File: src/rtl/mem_port_arbiter.sv
// Arbiter for the single unified instruction/data memory port.
// The MEM-stage data request has fixed priority over the IF-stage fetch
// because MEM holds the older instruction. Every access walks
// IDLE -> DATA/FETCH -> DONE -> IDLE, so the same held request is never
// issued twice. The owner's address, write enable and write data are
// latched at grant, which keeps the memory-side signals stable for the
// whole access.
module mem_port_arbiter #(
   parameter int ADDR_W = 32,
   parameter int DATA_W = 32
) (
   input  logic              clk,
   input  logic              rst_n,
   input  logic              if_req,
   input  logic [ADDR_W-1:0] if_addr,
   input  logic              if_flush,
   output logic [DATA_W-1:0] if_rdata,
   output logic              if_valid,
   input  logic              d_req,
   input  logic              d_we,
   input  logic [ADDR_W-1:0] d_addr,
   input  logic [DATA_W-1:0] d_wdata,
   output logic [DATA_W-1:0] d_rdata,
   output logic              d_valid,
   output logic              mem_req,
   output logic              mem_we,
   output logic [ADDR_W-1:0] mem_addr,
   output logic [DATA_W-1:0] mem_wdata,
   input  logic              mem_ready,
   input  logic [DATA_W-1:0] mem_rdata,
   output logic              stall_if,
   output logic              stall_mem
);

   typedef enum logic [1:0] {
      S_IDLE  = 2'd0,
      S_DATA  = 2'd1,
      S_FETCH = 2'd2,
      S_DONE  = 2'd3
   } state_t;

   state_t            state_q, state_d;
   logic              owner_data_q, owner_data_d;  // 1 = data stage owns the access
   logic              drop_q, drop_d;              // fetch was redirected; discard its data
   logic [ADDR_W-1:0] addr_q, addr_d;
   logic              we_q, we_d;
   logic [DATA_W-1:0] wdata_q, wdata_d;
   logic [DATA_W-1:0] if_rdata_q, if_rdata_d;
   logic [DATA_W-1:0] d_rdata_q, d_rdata_d;

   // State and datapath registers; reset abandons any in-flight access.
   always_ff @(posedge clk) begin
      if (!rst_n) begin
         state_q      <= S_IDLE;
         owner_data_q <= 1'b0;
         drop_q       <= 1'b0;
         addr_q       <= '0;
         we_q         <= 1'b0;
         wdata_q      <= '0;
         if_rdata_q   <= '0;
         d_rdata_q    <= '0;
      end else begin
         state_q      <= state_d;
         owner_data_q <= owner_data_d;
         drop_q       <= drop_d;
         addr_q       <= addr_d;
         we_q         <= we_d;
         wdata_q      <= wdata_d;
         if_rdata_q   <= if_rdata_d;
         d_rdata_q    <= d_rdata_d;
      end
   end

   // Next-state logic: grant in IDLE, wait for mem_ready, one DONE cycle.
   always_comb begin
      state_d      = state_q;
      owner_data_d = owner_data_q;
      drop_d       = drop_q;
      addr_d       = addr_q;
      we_d         = we_q;
      wdata_d      = wdata_q;
      if_rdata_d   = if_rdata_q;
      d_rdata_d    = d_rdata_q;
      case (state_q)
         S_IDLE: begin
            if (d_req) begin
               state_d      = S_DATA;
               owner_data_d = 1'b1;
               addr_d       = d_addr;
               we_d         = d_we;
               wdata_d      = d_wdata;
            end else if (if_req && !if_flush) begin
               state_d      = S_FETCH;
               owner_data_d = 1'b0;
               addr_d       = if_addr;
               we_d         = 1'b0;
            end
         end
         S_DATA: begin
            if (mem_ready) begin
               d_rdata_d = mem_rdata;
               state_d   = S_DONE;
            end
         end
         S_FETCH: begin
            // The memory access is not aborted on redirect; only its result is.
            if (if_flush) begin
               drop_d = 1'b1;
            end
            if (mem_ready) begin
               if_rdata_d = mem_rdata;
               state_d    = S_DONE;
            end
         end
         S_DONE: begin
            drop_d  = 1'b0;
            state_d = S_IDLE;
         end
         default: state_d = S_IDLE;
      endcase
   end

   // Memory-side, completion and stall outputs.
   always_comb begin
      mem_req   = (state_q == S_DATA) || (state_q == S_FETCH);
      mem_we    = (state_q == S_DATA) && we_q;
      mem_addr  = addr_q;
      mem_wdata = wdata_q;
      d_valid   = (state_q == S_DONE) && owner_data_q;
      if_valid  = (state_q == S_DONE) && !owner_data_q && !drop_q && !if_flush;
      if_rdata  = if_rdata_q;
      d_rdata   = d_rdata_q;
      stall_mem = d_req && !d_valid;
      stall_if  = (if_req && !if_valid) || stall_mem;
   end

endmodule

File: config.mk
export PLATFORM = sky130hd
export DESIGN_NAME = mem_port_arbiter
export DESIGN_NICKNAME = d
export VERILOG_FILES = /design/src/rtl/mem_port_arbiter.sv
export SDC_FILE = /design/constraint.sdc
export NUM_CORES = 1
export LEC_CHECK = 0
export BUFFER_PORTS_ARGS = -buffer_cell sky130_fd_sc_hd__clkbuf_2
export CAP_MARGIN = 20
export CELL_PAD_IN_SITES_DETAIL_PLACEMENT = 0
export CELL_PAD_IN_SITES_GLOBAL_PLACEMENT = 1
export CORE_MARGIN = 2
export CORE_UTILIZATION = 35
export DETAILED_ROUTE_END_ITERATION = 10
export GPL_ROUTABILITY_DRIVEN = 0
export PLACE_DENSITY_LB_ADDON = 0.25
export SETUP_SLACK_MARGIN = 0.5
export SYNTH_ARGS = -nofsm -noshare
export SYNTH_HDL_FRONTEND = slang
export SYNTH_SLANG_ARGS = --single-unit
File: constraint.sdc
create_clock -name clk -period 2.83 [get_ports clk]
set_clock_uncertainty 0.1 [all_clocks]
set_input_delay 0.1415 -clock clk [delete_from_list [all_inputs] [get_ports clk]]
set_output_delay 0.1415 -clock clk [all_outputs]
set_load 0.01 [all_outputs]
# Word-level counts from Yosys, hierarchy flattened
# Cells that the tools add are included.
[totals]
memories = 0
ff_bits = 133
rom_bits = 0
latchBits = 0
mem_bits_rw = 0
output_inout_bits = 134
[op_classes]
n_addsub = 0
reduce_logical = 25
n_mux = 11
n_lt_le_gt_ge = 0
n_shift = 0
n_mul = 0
n_bitwise = 0
n_div = 0
eq_ne = 6
[op_table]
columns = ["cell", "count"]
rows = [
  ["$mux W32", 2],
  ["$reduce_and A2 Y1", 6],
  ["$logic_and A1 B1 Y1", 8],
  ["$mux W2", 3],
  ["$pmux W2 S3", 1],
  ["$logic_not A1 Y1", 5],
  ["$eq A2 B2 Y1 const B", 2],
  ["$mux W1", 4],
  ["$reduce_bool A2 Y1", 2],
  ["$ne A3 B3 Y1 const B", 1],
  ["$eq A2 B1 Y1 const B", 1],
  ["$logic_not A2 Y1", 1],
  ["$logic_or A1 B1 Y1", 2],
  ["$ne A2 B1 Y1 const B", 1],
  ["$ne A2 B2 Y1 const B", 1],
  ["$pmux W1 S2", 1],
  ["$reduce_or A2 Y1", 1],
]

# Depth between registers and ports, before layout
[logic_depth]
depth_word = 7
depth_mapped = 8
depth_no_buf = 5

# Worst setup path after synthesis
# OpenSTA, ideal clock, no wires.
[synth_timing]
path_type = "reg2reg"
start = "register state_q[0]"
end = "register we_q"
required_time_ns = 2.613
setup_time_ns = 0.117
stages_incl_launch_ff = 9
slack_ns = 1.286
arrival_ns = 1.327
path_cell_list = "dfxtp_1 inv_1 ha_1 buf_2 and2_1 buf_2 buf_2 nand3_1 o21ai_1"
[synth_via]
elab_chain_len = 2
[synth_lines]
columns = ["element", "line_no", "text"]
rows = [
  ["from (decl)", "42", "state_t state_q, state_d;"],
  ["from (signal assigned)", "63", "state_q <= state_d;"],
  ["$logic_not A2 Y1", "84", "case (state_q)"],
  ["$reduce_and A2 Y1 (no source line)", "--", ""],
  ["to (signal assigned)", "67", "we_q <= we_d;"],
  ["to (decl)", "46", "logic we_q, we_d;"],
]
# Every way passes these cells.
# A chain may end at the register's enable or synchronous reset.

# Worst setup path after layout
[layout_timing]
start = "register state_q[0]"
end = "output port if_valid"
[layout_via]
elab_chain_len = 4
[layout_lines]
columns = ["element", "line_no", "text"]
rows = [
  ["$eq A2 B2 Y1", "130", "if_valid = (state_q == S_DONE) && !owner_data_q && !drop_q && !if_flush;"],
  ["$logic_and A1 B1 Y1 (3 in a row)", "130", ""],
  ["to (decl)", "18", "output logic if_valid,"],
]
# Every way passes these cells.

==> results by group <==
Outcome
  • Status: finished clean

Final layout
  • Filler cells: roughly 1500
  • Fin nets: about 1100
  • Finished Cell Area: between 8000 and 9000 µm²
  • Commonest non-fill, non-tap cell in the layout: clkbuf_2
  • # diodes: 0
  • Share of layout cells above drive strength 1: 33.3%
  • Most frequent cells in the layout: clkbuf_2, nand2_1, dfxtp_1
  • Final core utilization: between 50 and 60%
  • Area growth from synthesis to layout: 49.5%

Die
  • Initial Util: between 30% and 40%
  • Placement Rows: 46
  • I/O pin count: roughly 270
  • Die Y: 130 µm
  • Core ar.: 15700 µm²
  • Die width: 130 µm
  • Die area: 16900 µm²

Route
  • Vias: 5403
  • Antenna-violating nets left: 0
  • Wirelength per Cell: about 14 µm
  • Drt total wl: 16.4 mm
  • Remaining DRCs: 0
  • Routed vias/inst: 4.68
  • Initial DRC count: approximately 220
  • First-pass DRT Iterations: 4

Timing
  • Slew headroom: between 40% and 50%
  • Final setup vio count: 0
  • Final min period: 2170 ps
  • Final Cycle Share: ~77%
  • Least-Margin Pin Slew: approximately 780 ps
  • Unrepaired setup endpoints after global routing: no
  • Hold_ws: roughly 22 ps
  • Pins Over Slew Limit: 0
  • F_max: roughly 460 MHz
  • Hold Vio Cnt, Final: 0
  • Setup TNS: 0 ps

Pwr
  • Psw: roughly 2.2 mW
  • Leak Pwr: slightly above 4 nW
  • Net Sw Frac: roughly a third
  • Clock power share: between 30 and 40%
  • Pint: around 4.7 mW
  • Comb power frac: between 30% and 40%
  • Sequential share of power: a little over a third
  • Worst VDD drop: around 640 µV
  • PD cells: roughly 840 nW/µm²
  • Total power draw: roughly 7.0 mW

Worst setup path
  • Crit-path cells: ha_1, nor4b_1, clkbuf_2
  • WP data required: roughly 2600 ps
  • Internal reg-to-reg setup slack: around 1000 ps
  • Critical path's slowest cell: nor4b_1
  • CP startpoint kind: flop
  • CP peak stage delay: roughly 660 ps
  • Reg-to-Reg End: mem_addr[21]$_SDFFE_PN0P_
  • Crit path DAT: 1930 ps
  • Critical Path Sink: if_valid
  • Worst setup EP type: primary output
  • Crit. Startpoint: state_q[0]$_SDFFE_PN0P_
  • R2R Path Start: state_q[0]$_SDFFE_PN0P_
  • Critical path class: flop to primary output
  • Crit-path max FO: 4
  • Worst reg2reg path depth: 5

Logic synthesis
  • Post-Syn Nets: 757
  • Synth top area share: approximately 48%
  • Yosys synthesis warning count: 0
  • Yosys cell types: 25
  • Top post-synthesis cells by area: dfxtp_1, nand2_1, a21boi_1
  • Cells after synthesis: just over 600
  • Post-synthesis average cell area: 9.00 µm²
  • Post-synth EDFFs: 0
  • Mapped Area: 5550 µm²
  • Area leader, netlist: dfxtp_1
  • Register bit total from synthesis: 133
  • Dominant synthesized flop cell: dfxtp_1
  • Share of the yosys chip area belonging to registers: approximately 48%
  • Async SR Flop Fraction: 0%

Global route
  • Global route overflow: 0
  • Initial antenna violation count: 0
  • Largest net degree at the start of global routing: just over 90
  • First-pass GRT wire length: roughly 25 mm
  • All-Layer GR Usage: 19.2%
  • Vias in the first global route: about 5300

CTS
  • Clk_lat worst skew: 410 ps
  • Maximum buffer depth of the clock tree: 2
  • Worst-path clk slew: 60 ps
  • CTS tree: yes
  • Total CTS buffers: 17
  • H-tree levels: 4
  • Clock sinks: 133
  • Clock Root Buffer: clkbuf_16

Min path
  • Worst hold stages: 4
  • HP Class: primary input to flop

Placed design
  • HPWL after DPL: 11.1 mm
  • Placed standard-cell area: approximately 7000 µm²
  • PortBufs: around 270

Run
  • Max cap viols: 0
power groups by stage:
stage | Combinational (mW) | Clock (mW) | Sequential (mW)
3_5_place_dp | 2.06 | 0 | 2.50
2_1_floorplan | 1.15 | 0 | 2.65
6_report | 2.11 | 2.38 | 2.47
5_1_grt | 2.35 | 2.50 | 2.51
3_3_place_gp | 2.01 | 0 | 2.49
4_1_cts | 2.14 | 2.43 | 2.47
critical path, delay by kind of cell (launching register included):
family                   cells  cell delay (ps)
adder cells (fa/ha/maj)      1              220
AND/OR/NAND/NOR              1              660
flip-flops                   1              380
buffers and inverters        1              260
metal layers:
metal  global-route usage (%)  part of all wire [%]  vias up
li1                         -                     -     2707
met1                     22.7                    43     2462
met2                     33.0                    48      210
met3                     5.49                   6.9       24
met4                     7.59                   2.2        0
met5                        0                     0        -
cells by family after synthesis:
group,count (synthesis),share of synthesized area (%)
muxes,34,6.13
and+or+nand+nor,215,15.1
AOI/OAI and AO/OA,169,24.3
adders and majority gates,5,1.13
DFF,133,48.0
buffers and inverters,61,5.36
sequential cells by signal, summed over array words and instances, names as in the netlist:
register / flops
d_rdata: 32
drop_q: 1
if_rdata: 32
mem_addr: 32
mem_wdata: 32
owner_data_q: 1
state_q: 2
we_q: 1
Yosys cell counts (all sizes together) (2+ instances only):
| master | number |
|---|---|
| buf | 28 |
| o21a | 2 |
| dfxtp | 133 |
| o211ai | 32 |
| clkbuf | 28 |
| mux2i | 34 |
| nand2 | 201 |
| o21ai | 4 |
| inv | 5 |
| o211a | 32 |
| nor2b | 4 |
| ha | 5 |
| a21boi | 97 |
| and2 | 6 |
metrics by stage:
step                worst slack [ps]  std cells
finish                           661       1154
floorplan                       1290        617
global placement                1070       1057
global route                     530       1154
detailed placement              1010       1057
CTS                              617       1154
layout make-up:
| class | count | area (µm²) | area share [%] |
|---|---|---|---|
| flip-flops and latches | 133 | 2660 | 32.1 |
| multi-input cells | 423 | 2590 | 31.2 |
| repair buffers | 345 | 2110 | 25.4 |
| clock buffers | 24 | 502 | 6.04 |
| well taps | 216 | 270 | 3.26 |
| clock inverters | 8 | 144 | 1.73 |
| inverters | 5 | 18.8 | 0.226 |
repair_timing:
action,CTS,global route
hold endpoints to repair,97,0
buffers inserted,0,0
gates resized for setup,0,0
hold buffers,65,0
worst min path at each step:
stage            startpoint                    endpoint  slack (ps)
2_1_floorplan  mem_rdata[0]     d_rdata[0]$_SDFFE_PN0P_         180
3_3_place_gp    d_wdata[26]  mem_wdata[26]$_SDFFE_PN0P_         260
3_5_place_dp    d_wdata[28]  mem_wdata[28]$_SDFFE_PN0P_         270
4_1_cts         if_addr[24]   mem_addr[24]$_SDFFE_PN0P_           5
5_1_grt         if_addr[31]   mem_addr[31]$_SDFFE_PN0P_          20
6_report         if_addr[0]    mem_addr[0]$_SDFFE_PN0P_          20
No activity file was read; power rests on OpenSTA's default activity.
